$ cat src/rtl/mem_char_display_pkg.sv
// Shared types and the ASCII-to-7-segment decoder for the memory character display.
// Segment patterns are active-low {g,f,e,d,c,b,a}.
package mem_disp_pkg;

  typedef enum logic [1:0] {
    IDLE  = 2'd0,
    READ  = 2'd1,
    LATCH = 2'd2
  } state_t;

  localparam logic [6:0] SEG_BLANK = 7'h7F;
  localparam logic [6:0] SEG_DASH  = 7'h3F;

  // Lower-case letters fold onto upper case; letters with no readable glyph show a dash.
  function automatic logic [6:0] char_to_seg(input logic [7:0] ch);
    logic [7:0] c;
    char_to_seg = SEG_DASH;
    c = ch;
    if (ch >= 8'h61 && ch <= 8'h7A) c = ch - 8'h20;
    case (c)
      8'h20: char_to_seg = SEG_BLANK;
      8'h30: char_to_seg = 7'h40;
      8'h31: char_to_seg = 7'h79;
      8'h32: char_to_seg = 7'h24;
      8'h33: char_to_seg = 7'h30;
      8'h34: char_to_seg = 7'h19;
      8'h35: char_to_seg = 7'h12;
      8'h36: char_to_seg = 7'h02;
      8'h37: char_to_seg = 7'h78;
      8'h38: char_to_seg = 7'h00;
      8'h39: char_to_seg = 7'h10;
      8'h41: char_to_seg = 7'h08;
      8'h42: char_to_seg = 7'h03;
      8'h43: char_to_seg = 7'h46;
      8'h44: char_to_seg = 7'h21;
      8'h45: char_to_seg = 7'h06;
      8'h46: char_to_seg = 7'h0E;
      8'h47: char_to_seg = 7'h42;
      8'h48: char_to_seg = 7'h09;
      8'h49: char_to_seg = 7'h79;
      8'h4A: char_to_seg = 7'h61;
      8'h4C: char_to_seg = 7'h47;
      8'h4E: char_to_seg = 7'h2B;
      8'h4F: char_to_seg = 7'h23;
      8'h50: char_to_seg = 7'h0C;
      8'h51: char_to_seg = 7'h18;
      8'h52: char_to_seg = 7'h2F;
      8'h53: char_to_seg = 7'h12;
      8'h54: char_to_seg = 7'h07;
      8'h55: char_to_seg = 7'h41;
      8'h59: char_to_seg = 7'h11;
      8'h5A: char_to_seg = 7'h24;
      default: char_to_seg = SEG_DASH;
    endcase
  endfunction

endpackage

$ cat src/rtl/mem_char_display_btn_debounce.sv
// Push-button conditioner: 2-FF synchroniser, stable-level debouncer and a
// one-cycle pulse on each rising edge of the debounced level.
module btn_debounce #(
  parameter int CYC = 500000
) (
  input  logic i_clk,
  input  logic i_reset,
  input  logic i_btn,
  output logic o_step,
  output logic o_level
);

  localparam int CNT_W = (CYC > 2) ? $clog2(CYC) : 1;

  logic             r_sync1;
  logic             r_sync2;
  logic             r_level;
  logic             r_level_d;
  logic [CNT_W-1:0] r_cnt;

  always_ff @(posedge i_clk) begin
    if (i_reset) begin
      r_sync1   <= 1'b0;
      r_sync2   <= 1'b0;
      r_level   <= 1'b0;
      r_level_d <= 1'b0;
      r_cnt     <= '0;
    end else begin
      r_sync1   <= i_btn;
      r_sync2   <= r_sync1;
      r_level_d <= r_level;
      // Accept the new level on the CYC-th consecutive differing sample.
      if (r_sync2 != r_level) begin
        if (r_cnt == CNT_W'(CYC - 1)) begin
          r_level <= r_sync2;
          r_cnt   <= '0;
        end else begin
          r_cnt <= r_cnt + CNT_W'(1);
        end
      end else begin
        r_cnt <= '0;
      end
    end
  end

  assign o_step  = r_level & ~r_level_d;
  assign o_level = r_level;

endmodule

$ cat src/rtl/mem_char_display.sv
// Steps through a window of data memory on each button press and shows the low
// byte of the fetched word as a character on one 7-segment digit.
module mem_char_display
  import mem_disp_pkg::*;
#(
  parameter int                ADDR_W       = 8,
  parameter int                DATA_W       = 32,
  parameter logic [ADDR_W-1:0] BASE_ADDR    = 8'h00,
  parameter int                NUM_WORDS    = 16,
  parameter int                DEBOUNCE_CYC = 500000,
  parameter int                RD_LAT       = 1,
  localparam int               IDX_W        = (NUM_WORDS > 1) ? $clog2(NUM_WORDS) : 1
) (
  input  logic              clk,
  input  logic              reset,
  input  logic              btn_next,
  output logic [ADDR_W-1:0] mem_addr,
  input  logic [DATA_W-1:0] mem_rdata,
  output logic [IDX_W-1:0]  cur_index,
  output logic              busy,
  output logic [6:0]        segments,
  output logic [1:0]        dbg_state
);

  // READ lasts RD_LAT cycles, but never less than one.
  localparam logic [1:0] WAIT_LAST = (RD_LAT == 0) ? 2'd0 : 2'(RD_LAT - 1);

  logic              w_step;
  logic              w_level_unused;
  logic              w_rdata_unused;
  logic [IDX_W-1:0]  w_next_index;
  state_t            r_state;
  logic [IDX_W-1:0]  r_index;
  logic [ADDR_W-1:0] r_addr;
  logic [1:0]        r_wait;
  logic [6:0]        r_seg;
  logic              r_busy;

  btn_debounce #(
    .CYC (DEBOUNCE_CYC)
  ) u_debounce (
    .i_clk   (clk),
    .i_reset (reset),
    .i_btn   (btn_next),
    .o_step  (w_step),
    .o_level (w_level_unused)
  );

  assign w_next_index   = (r_index == IDX_W'(NUM_WORDS - 1)) ? '0 : r_index + IDX_W'(1);
  assign w_rdata_unused = ^mem_rdata[DATA_W-1:8];

  // Address only moves on the IDLE->READ transition, so it is stable for the whole read.
  always_ff @(posedge clk) begin
    if (reset) begin
      r_state <= READ;
      r_index <= '0;
      r_addr  <= BASE_ADDR;
      r_wait  <= '0;
      r_seg   <= SEG_BLANK;
      r_busy  <= 1'b1;
    end else begin
      case (r_state)
        IDLE: begin
          if (w_step) begin
            r_index <= w_next_index;
            r_addr  <= BASE_ADDR + ADDR_W'(w_next_index);
            r_wait  <= '0;
            r_busy  <= 1'b1;
            r_state <= READ;
          end
        end
        READ: begin
          if (r_wait == WAIT_LAST) r_state <= LATCH;
          else                     r_wait  <= r_wait + 2'd1;
        end
        LATCH: begin
          r_seg   <= char_to_seg(mem_rdata[7:0]);
          r_busy  <= 1'b0;
          r_state <= IDLE;
        end
        default: begin
          r_busy  <= 1'b0;
          r_state <= IDLE;
        end
      endcase
    end
  end

  assign mem_addr  = r_addr;
  assign cur_index = r_index;
  assign busy      = r_busy;
  assign segments  = r_seg;
  assign dbg_state = r_state;

endmodule

$ cat config.mk
export PLATFORM = sky130hd
export DESIGN_NAME = mem_char_display
export DESIGN_NICKNAME = d
export VERILOG_FILES = /design/src/rtl/mem_char_display_pkg.sv /design/src/rtl/mem_char_display_btn_debounce.sv /design/src/rtl/mem_char_display.sv
export SDC_FILE = /design/constraint.sdc
export NUM_CORES = 1
export LEC_CHECK = 0
export BUFFER_PORTS_ARGS = -buffer_cell sky130_fd_sc_hd__buf_2
export CAP_MARGIN = 40
export CELL_PAD_IN_SITES_DETAIL_PLACEMENT = 0
export CELL_PAD_IN_SITES_GLOBAL_PLACEMENT = 2
export CORE_MARGIN = 2
export CORE_UTILIZATION = 28
export DETAILED_ROUTE_END_ITERATION = 10
export PLACE_DENSITY_LB_ADDON = 0.25
export SYNTH_ARGS = -nofsm -noshare
export SYNTH_HDL_FRONTEND = slang
export SYNTH_SLANG_ARGS = --single-unit
$ cat constraint.sdc
create_clock -name clk -period 1.92 [get_ports clk]
set_input_delay 0.384 -clock clk [delete_from_list [all_inputs] [get_ports clk]]
set_output_delay 0.384 -clock clk [all_outputs]
set_load 0.02 [all_outputs]
# == Word level (Yosys, flattened, before mapping) ==
# Memory sizes are Yosys's and may differ from the RTL's.
# Index checks and enable logic that the tools add are counted.
# totals
ramBits,0
reg_bits,39
inputBits,35
latchBits,0
mem_bits_ro,896
elab_cells,52
n_memories,1
# mem_list
memory,words,width,read_ports,rd_clocked_by_memory_dff,wr,line,source
(no name shown),128,7,1,0,0,mem_char_display_pkg.sv:20,case (c)
# classes
bitwise_logic,4
n_shift,0
order_cmp,2
add_sub_neg,4
muxes,13
n_eq_ne,8
div_mod_pow,0
n_reduce_logical,10
multipliers,0
# op_table
op,count
$mux 8,3
$add 19x1->19 const B,1
$eq 19x19->1 const B,1
$ge 8x7->1 const B,1
$le 8x7->1 const B,1
$mux 2,4
$pmux 2 s2,2
$reduce_and 2->1,4
$sub 8x6->8 const B,1
$mux 7,1
$add 4x1->4 const B,1
$eq 4x4->1 const B,1
$logic_not 2->1,2
$mux 4,1
$ne 2x2->1 const B,2
$not 1->1,3
$reduce_and 3->1,1
$reduce_or 3->1,1
$add 2x1->2 const B,1
$eq 2x1->1 const B,1
$eq 2x2->1 const B,1
$ne 2x1->1 const B,1
$pmux 1 s2,1
$reduce_bool 2->1,1
4 further kinds,4

# == Logic depth before layout (Yosys ltp) ==
# Gate-level depths: netlist of run 1.
# An unclocked memory read counts as a cell.
# logic_depth
depth_word,7
depth_mapped,9
ltp_nobuf,7

# == Hierarchy ==
# Synthesis of run 1 repeated with hierarchy kept, for this count alone.
# hier_totals
cells_unflattened,296
area_unflattened_um2,2449.8
# by_module_without_submodules
module,instances,area_per_inst_um2,seq_area_each_um2,cells_per_inst
mem_char_display,1,1450.1,320.3,187
btn_debounce,1,999.7,460.4,109

# == Least setup slack after synthesis of run 1 ==
# Ideal clock, no wire load.
# synth_timing
kind,input -> register
from,in mem_rdata[1]
to,"reg r_seg[0], in the netlist segments[0]"
stages,9
required_time_ns,1.795
arrival_time_ns,1.850
slack_ns,-0.055
path_buffers,2
path_cell_list,clkbuf_2 > inv_1 > ha_1 > buf_2 > nor2b_1 > a21oi_1 > a32oi_2 > o32ai_1 > a21oi_1
# synth_between
elab_chain_len,7
elab_cells_between_ends,9
cone_classes,add/sub (1); order compare (2); mux (4); reduce/logical (1); memory (1)
# synth_rtl
element,line,source
"start, declared",mem_char_display.sv:18,"input logic [DATA_W-1:0] mem_rdata,"
$ge 8x7->1 / $le 8x7->1 (equally long branches),mem_char_display_pkg.sv:19,if (ch >= 8'h61 && ch <= 8'h7A) c = ch - 8'h20;
$logic_and 1x1->1,mem_char_display_pkg.sv:19,
$mux 8 *,mem_char_display_pkg.sv:19,
$mux 8 *,mem_char_display.sv:62,case (r_state)
$mux 8 *,mem_char_display.sv:54,if (reset) begin
$mem_v2 128x7,--,
$mux 7 *,mem_char_display_pkg.sv:20,
"end signal, assigned",mem_char_display.sv:77,r_seg <= char_to_seg(mem_rdata[7:0]);
"end, declared",mem_char_display.sv:36,logic [6:0] r_seg;
# Every way passes the cells marked *; elsewhere a longest branch is shown, timed or not. The select of a mux whose other input is x is not followed.
# A chain may end at the register's enable or synchronous reset.

# == Worst setup path after layout of run 1 ==
# layout_timing
from,reg u_debounce.r_cnt[0]
to,reg u_debounce.r_cnt[14]
# layout_between
elab_chain_len,2
elab_cells_between_ends,3
cone_classes,add/sub (1); eq/ne (1); reduce/logical (1)
# layout_rtl
element,line,source
"start, declared",mem_char_display_btn_debounce.sv:19,logic [CNT_W-1:0] r_cnt;
"start signal, assigned",mem_char_display_btn_debounce.sv:38,r_cnt <= r_cnt + CNT_W'(1);
branches (longest 2 deep; another with $add 19x1->19),--,
# Parallel ways; which one is timed is not known.

==> summary.txt, run 1 <==
Final layout
  • Flip-flop and latch area: 781 um2
  • Fill cells: 886
  • Nets@finish: 362
  • Multi-input gate area: 1420 um2
  • N_diodes: 0
  • Layout cell share with drive strength beyond 1: 0.237
  • Area added between synthesis and finish: 19.2%
  • Fin area: 2790 um2
  • Fin util: 0.341

Die
  • Chip width: 95.4 um
  • Row cnt: 33
  • Initial Utilization: 0.286
  • Full die area: 9100 um2
  • I/O pins: 57
  • Placeable Area: 8180 um2
  • Chip height: 95.4 um

Synth
  • Syn_area_per_cell: 8.48 um2
  • Post-synthesis sequential area ratio: 0.334
  • Post-Synthesis Cells: 276
  • Number of synthesized flops with an enable pin: 0
  • Yosys reg bits: 39
  • Post-synth ARST share: 0
  • Post-synth cell types: 58
  • Synthesis Warnings: 0
  • Main flop type after synthesis: dfxtp_1
  • Synth Cell Area: 2340 um2

Setup path
  • Req. time, crit path: 2.12 ns
  • Critical path peak fanout: 5
  • Worst setup EP type: register
  • Reg-to-reg startpoint: u_debounce.r_cnt[0]
  • WS Path Type: register to register
  • Reg2Reg Depth: 6
  • Worst path arrival time: 1.90 ns
  • Startpoint Class: register
  • R2R Setup Slk: 0.22 ns
  • R2r endpoint: u_debounce.r_cnt[14]

Clocking
  • Post CTS Setup Buffer Count: 0
  • CTS root buffer: clkbuf_8
  • Clock-pin slew on the worst setup and hold paths: 0.08 ns
  • Post-CTS Hold Buffers: 0
  • H-tree level count: 2
  • Post-CTS sizing: 0
  • Max clock buf depth: 2
  • CTS tree: done
  • TritonCTS Sinks: 39
  • Total CTS buffers: 5
  • Clock Latency Late Sink: 0.30 ns

Placement
  • Final GP Congestion: 0.776
  • Setup Slack @ Placement: -0.0715 ns
  • Area after DPL: 2690 um2
  • Number of I/O port buffers: 28
  • Hpwl dp: 3990 um

Global routing
  • First-pass GRT wire length: 8940 um
  • Total GRT Usage: 0.126
  • Largest net degree at the start of global routing: 18
  • Grt ovf: 0
  • Initial antenna violation count: 0
  • Vias in the first global route: 1914

Pwr
  • Maximum vdd drop: 0.209 mV
  • Leak: 1.07 nW
  • Power Density: 609 nW/um2

Drt
  • Drt pass-1 iters: 4
  • Antenna-violating nets left: 0
  • Vias: 1979
  • DRC errors left: 0
  • Starting DRC count in detailed routing: 37
  • Drt wl/cell: 12.5 um
  • Drt total wl: 5270 um
  • Via density: 4.69

Timing
  • Final WS setup: 0.222 ns
  • RSZ-0062 raised after global routing: false
  • Final setup skew: 0.00676 ns
  • Fmax: 0.589 GHz
  • Fin crit share: 0.884
  • Min Tclk post-route: 1.70 ns
  • Final Hold Vio Count: 0
  • Hold WS: 0.309 ns
  • Slew Limit Fails: 0
  • Setup_tns: 0 ns
  • Setup violations, final: 0

Run
  • Max-cap violations: 0

Hold path
  • Hold EP: u_debounce.r_sync1
  • Hold Crit Class: input pin to register
  • Hold_sp: btn_next
  • Hold depth: 2

Status
  • Outcome: completed
[power by group]
group | switching (W) | internal, W
clock network | 0.000299 | 0.000327
registers | 0.00000975 | 0.000820
logic | 0.000139 | 0.000104
[cell usage after synthesis (2+ instances only)]
| master | n | share of area |
|---|---|---|
| nor2_1 | 40 | 0.064 |
| dfxtp_1 | 39 | 0.33 |
| nand2_1 | 18 | 0.029 |
| a21oi_1 | 16 | 0.034 |
| xor2_1 | 14 | 0.052 |
| o21ai_0 | 12 | 0.026 |
| buf_4 | 11 | 0.035 |
| ha_1 | 11 | 0.059 |
| inv_1 | 10 | 0.016 |
| mux2i_1 | 9 | 0.039 |
| nand3_1 | 8 | 0.017 |
| and3_1 | 6 | 0.016 |
| nand2b_1 | 6 | 0.016 |
| o32ai_1 | 6 | 0.022 |
| buf_2 | 5 | 0.011 |
| nor2b_1 | 5 | 0.013 |
| xnor2_1 | 5 | 0.019 |
| nand4_1 | 4 | 0.011 |
| nor3_1 | 4 | 0.0086 |
| a41oi_1 | 2 | 0.0075 |
| and4_1 | 2 | 0.0075 |
| clkbuf_1 | 2 | 0.0032 |
| nor3_2 | 2 | 0.0086 |
| nor4b_1 | 2 | 0.0075 |
| o211ai_1 | 2 | 0.0064 |
| or2_2 | 2 | 0.0053 |
| or3_1 | 2 | 0.0053 |
[logic make-up (layout without fill, tap and decap cells)]
family | after synthesis | in the layout | synth area share
flip-flops | 39 | 39 | 0.334
adder cells (fa/ha/maj) | 11 | 11 | 0.0588
other | 1 | 4 | 0.00160
buffers and inverters | 30 | 68 | 0.0722
AND/OR/NAND/NOR | 113 | 113 | 0.259
AO/OA/AOI/OAI | 52 | 52 | 0.150
multiplexers | 11 | 11 | 0.0529
XOR/XNOR | 19 | 19 | 0.0711
[final cells by class]
cell class                 instances  share of cell area
multi-input combinational        210               0.508
sequential                        39               0.280
timing repair buffer              50               0.114
tap                              105              0.0471
clock buffer                       7              0.0345
inverter                          10              0.0135
clock inverter                     1             0.00269
[metal layers]
layer  up-vias  GRT usage  part of all wire
li1       1045          -                 -
met1       902      0.163              0.51
met2        27      0.204              0.44
met3         5     0.0372             0.038
met4         0     0.0357             0.011
met5         -          0                 0
[state kept, by name, summed over array words and instances, names as in the netlist]
name,flops
segments,7
dbg_state,2
u_debounce.r_cnt,19
u_debounce.r_level_d,1
busy,1
cur_index,4
u_debounce.o_level,1
r_wait,2
u_debounce.r_sync1,1
u_debounce.r_sync2,1
[stage by stage]
stage	instances	total power (W)
2_1_floorplan	279	0.00101
3_3_place_gp	414	0.00110
3_5_place_dp	414	0.00109
4_1_cts	422	0.00173
5_1_grt	422	0.00179
6_report	422	0.00170
[how the worst max path moves through the flow]
stage                                    from              endpoint  cells after the start
after floorplan                  mem_rdata[1]           segments[2]                      8
after global placement           mem_rdata[0]           segments[3]                      8
after detailed placement         mem_rdata[0]           segments[2]                      8
after CTS                 u_debounce.r_cnt[0]  u_debounce.r_cnt[18]                      6
after global routing      u_debounce.r_cnt[0]  u_debounce.r_cnt[18]                      6
final                     u_debounce.r_cnt[0]  u_debounce.r_cnt[14]                      6
[critical path: stages (launching register included)]
cell and delay (ns):
dfxtp_1 0.38, ha_1 0.20, nand3_1 0.22, nor3_2 0.46, nand3_1 0.15, xor2_1 0.16
nor2_1 0.05
[cells in the final DEF, fill, tap and decap left out, types with 2 or more instances in the layout]
| cell type | count |
|---|---|
| or3_1 | 2 |
| buf_2 | 28 |
| or2_2 | 2 |
| clkbuf_8 | 7 |
| nand2_1 | 18 |
| o21ai_0 | 12 |
| o211ai_1 | 2 |
| nand4_1 | 4 |
| conb_1 | 4 |
| nor2b_1 | 5 |
| and3_1 | 6 |
| xor2_1 | 14 |
| nand3_1 | 8 |
| mux2i_1 | 9 |
| nor4b_1 | 2 |
| o32ai_1 | 6 |
| buf_4 | 21 |
| xnor2_1 | 5 |
| nand2b_1 | 6 |
| nor2_1 | 40 |
| inv_1 | 10 |
| a21oi_1 | 15 |
| dfxtp_1 | 39 |
| and4_1 | 2 |
| nor3_1 | 4 |
| nor3_2 | 2 |
| a41oi_1 | 2 |
| ha_1 | 10 |
No activity file was read; power rests on OpenSTA's default activity.
==> run 2: changes to the inputs <==
Settings changed: CELL_PAD_IN_SITES_DETAIL_PLACEMENT 0 to unset, CELL_PAD_IN_SITES_GLOBAL_PLACEMENT 2 to unset, CORE_UTILIZATION 28 to 48, SKIP_LAST_GASP set to 1.
==> run 2 against run 1 <==
  * Largest power group unchanged
  * Register-to-register slack improved by 0.03 ns
  * Power fell by 5.5%
  * Cell count fell by 9.0%
  * Sequential cell count did not move
  * Sequential share of layout area rose by 0.77 points
  * Clock power fell by 14%
  * Highest routed layer unchanged
  * Wire length fell by 13%
  * Setup slack improved by 0.016 ns
==> summary.txt, run 2 (same netlist as run 1, synthesis figures left out) <==
Timing
  • RSZ-0062 raised after global routing: false
  • Slew Limit Fails: 0 (unchanged)
  • Final setup skew: 0.0113 ns (+0.00451 ns)
  • Final Hold Vio Count: 0 (unchanged)
  • Hold WS: 0.308 ns (-0.00133 ns)
  • Fin crit share: 0.876 (-0.00845)
  • Setup violations, final: 0 (unchanged)
  • Min Tclk post-route: 1.68 ns (-0.0162 ns)
  • Fmax: 0.595 GHz (+0.97%)
  • Final WS setup: 0.238 ns (+0.0162 ns)

Final layout
  • Nets@finish: 362 (unchanged)
  • Biggest register: u_debounce.r_cnt
  • Commonest non-fill, non-tap cells in the layout: nor2_1 (40), dfxtp_1 (39), buf_2 (28)
  • Leading cell type in the layout, fill and taps excluded: nor2_1
  • Fin area: 2710 um2 (-2.7%)
  • Number of flip-flops in the largest register: 19 (unchanged)
  • N_diodes: 0 (unchanged)
  • Layout cell share with drive strength beyond 1: 0.237 (unchanged)
  • Area added between synthesis and finish: 16.0%

Pwr
  • Power Density: 591 nW/um2 (-2.9%)
  • Maximum vdd drop: 0.531 mV (+150%)
  • Leak: 1.05 nW (-1.6%)

Status
  • Outcome: completed

Setup path
  • WS Path Type: input pin to register
  • Critical path peak fanout: 4 (-1)
  • Startpoint Class: input pin
  • Req. time, crit path: 2.09 ns (-0.03 ns)
  • Worst setup EP type: register
  • Worst path arrival time: 1.85 ns (-0.05 ns)

Run
  • Max-cap violations: 0 (unchanged)

Die
  • I/O pins: 57 (unchanged)
  • Initial Utilization: 0.495 (+0.209)
  • Full die area: 5450 um2 (-40%)
  • Chip height: 73.8 um (-23%)
  • Chip width: 73.8 um (-23%)
  • Placeable Area: 4720 um2 (-42%)
  • Row cnt: 25 (-24%)

Drt
  • Drt total wl: 4580 um (-13%)
  • Antenna-violating nets left: 0 (unchanged)
  • Via density: 5.17 (+10%)
  • Starting DRC count in detailed routing: 78 (+110%)
  • Vias: 1987 (+0.40%)
  • DRC errors left: 0 (unchanged)
  • Drt wl/cell: 11.9 um (-4.4%)
  • Drt pass-1 iters: 4 (unchanged)

Clocking
  • CTS root buffer: clkbuf_8
  • Clock-pin slew on the worst setup and hold paths: 0.07 ns (about the same)
  • Total CTS buffers: 5 (unchanged)
  • Post-CTS sizing: 0 (unchanged)
  • Clock Latency Late Sink: 0.29 ns (about the same)
  • Max clock buf depth: 2 (unchanged)
  • H-tree level count: 2 (unchanged)
  • Post-CTS Hold Buffers: 0 (unchanged)
  • CTS tree: done
  • Post CTS Setup Buffer Count: 0 (unchanged)
  • TritonCTS Sinks: 39 (unchanged)

Hold path
  • Hold Crit Class: input pin to register

Placement
  • Number of I/O port buffers: 28 (unchanged)
  • Final GP Congestion: 0.841 (+8.4%)
  • Setup Slack @ Placement: -0.0660 ns (+0.00547 ns)
  • Hpwl dp: 3470 um (-13%)
  • Area after DPL: 2630 um2 (-2.2%)

Global routing
  • Initial antenna violation count: 0 (unchanged)
  • Largest net degree at the start of global routing: 18 (unchanged)
  • Vias in the first global route: 1742 (-9.0%)
  • Total GRT Usage: 0.182 (+0.0562)
  • First-pass GRT wire length: 7730 um (-14%)
  • Grt ovf: 0 (unchanged)
==> run 2: cell count changes in the layout (fill, tap and decap cells not counted) <==
| cell | previous run | this run |
|---|---|---|
| o21ai_1 | 1 | 0 |
| clkbuf_1 | 0 | 1 |
| buf_4 | 21 | 22 |
| o21ai_2 | 0 | 1 |
| clkbuf_8 | 7 | 5 |
| buf_12 | 1 | 0 |
| clkinv_2 | 0 | 1 |
==> run 2: final timing paths <==
kind | from | to | slack (ns) | depth (start not counted)
setup reg to reg | u_debounce.r_cnt[4] | u_debounce.r_cnt[11] | 0.25 | 6
hold reg to reg | u_debounce.r_sync1 | u_debounce.r_sync2 | 0.45 | 1
setup / recovery | mem_rdata[0] | segments[2] | 0.24 | 8
hold / removal | btn_next | u_debounce.r_sync1 | 0.31 | 2
==> run 2: worst max-delay path: stages <==
cell     delay, ns
buf_2         0.12
inv_1         0.10
ha_4          0.27
nor2_1        0.04
a21o_1        0.16
mux4_2        0.46
o32ai_1       0.24
a21oi_1       0.08
==> run 2: where the power goes <==
group	switching (W)	internal (W)
Combinational	0.000137	0.000103
Clock	0.000282	0.000254
Sequential	0.00000804	0.000821
Total	0.000427	0.00118
==> run 2: metal layers <==
metal / share of wire / global-route usage / vias to the layer above
li1: - / - / 1035
met5: 0 / 0 / -
met1: 0.50 / 0.246 / 920
met4: 0.014 / 0.0606 / 0
met2: 0.47 / 0.286 / 26
met3: 0.025 / 0.0412 / 6
==> run 2: layout make-up <==
type | instances | area [um2]
flip-flops and latches | 39 | 781
clock buffers | 6 | 72.6
well taps | 67 | 83.8
multi-input cells | 210 | 1420
clock inverters | 2 | 12.5
inverters | 10 | 37.5
repair buffers | 50 | 305
fillers | 441 | 2010
==> run 2: through the flow <==
stage	total power [W]	std cells	setup TNS [ns]	utilization
floorplan	0.00101	279	0	-
global placement	0.00109	376	-0.0898	0.556
finish	0.00160	384	0	0.575
global route	0.00168	384	0	0.575
CTS	0.00162	384	0	0.574
detailed placement	0.00109	376	-0.263	0.556
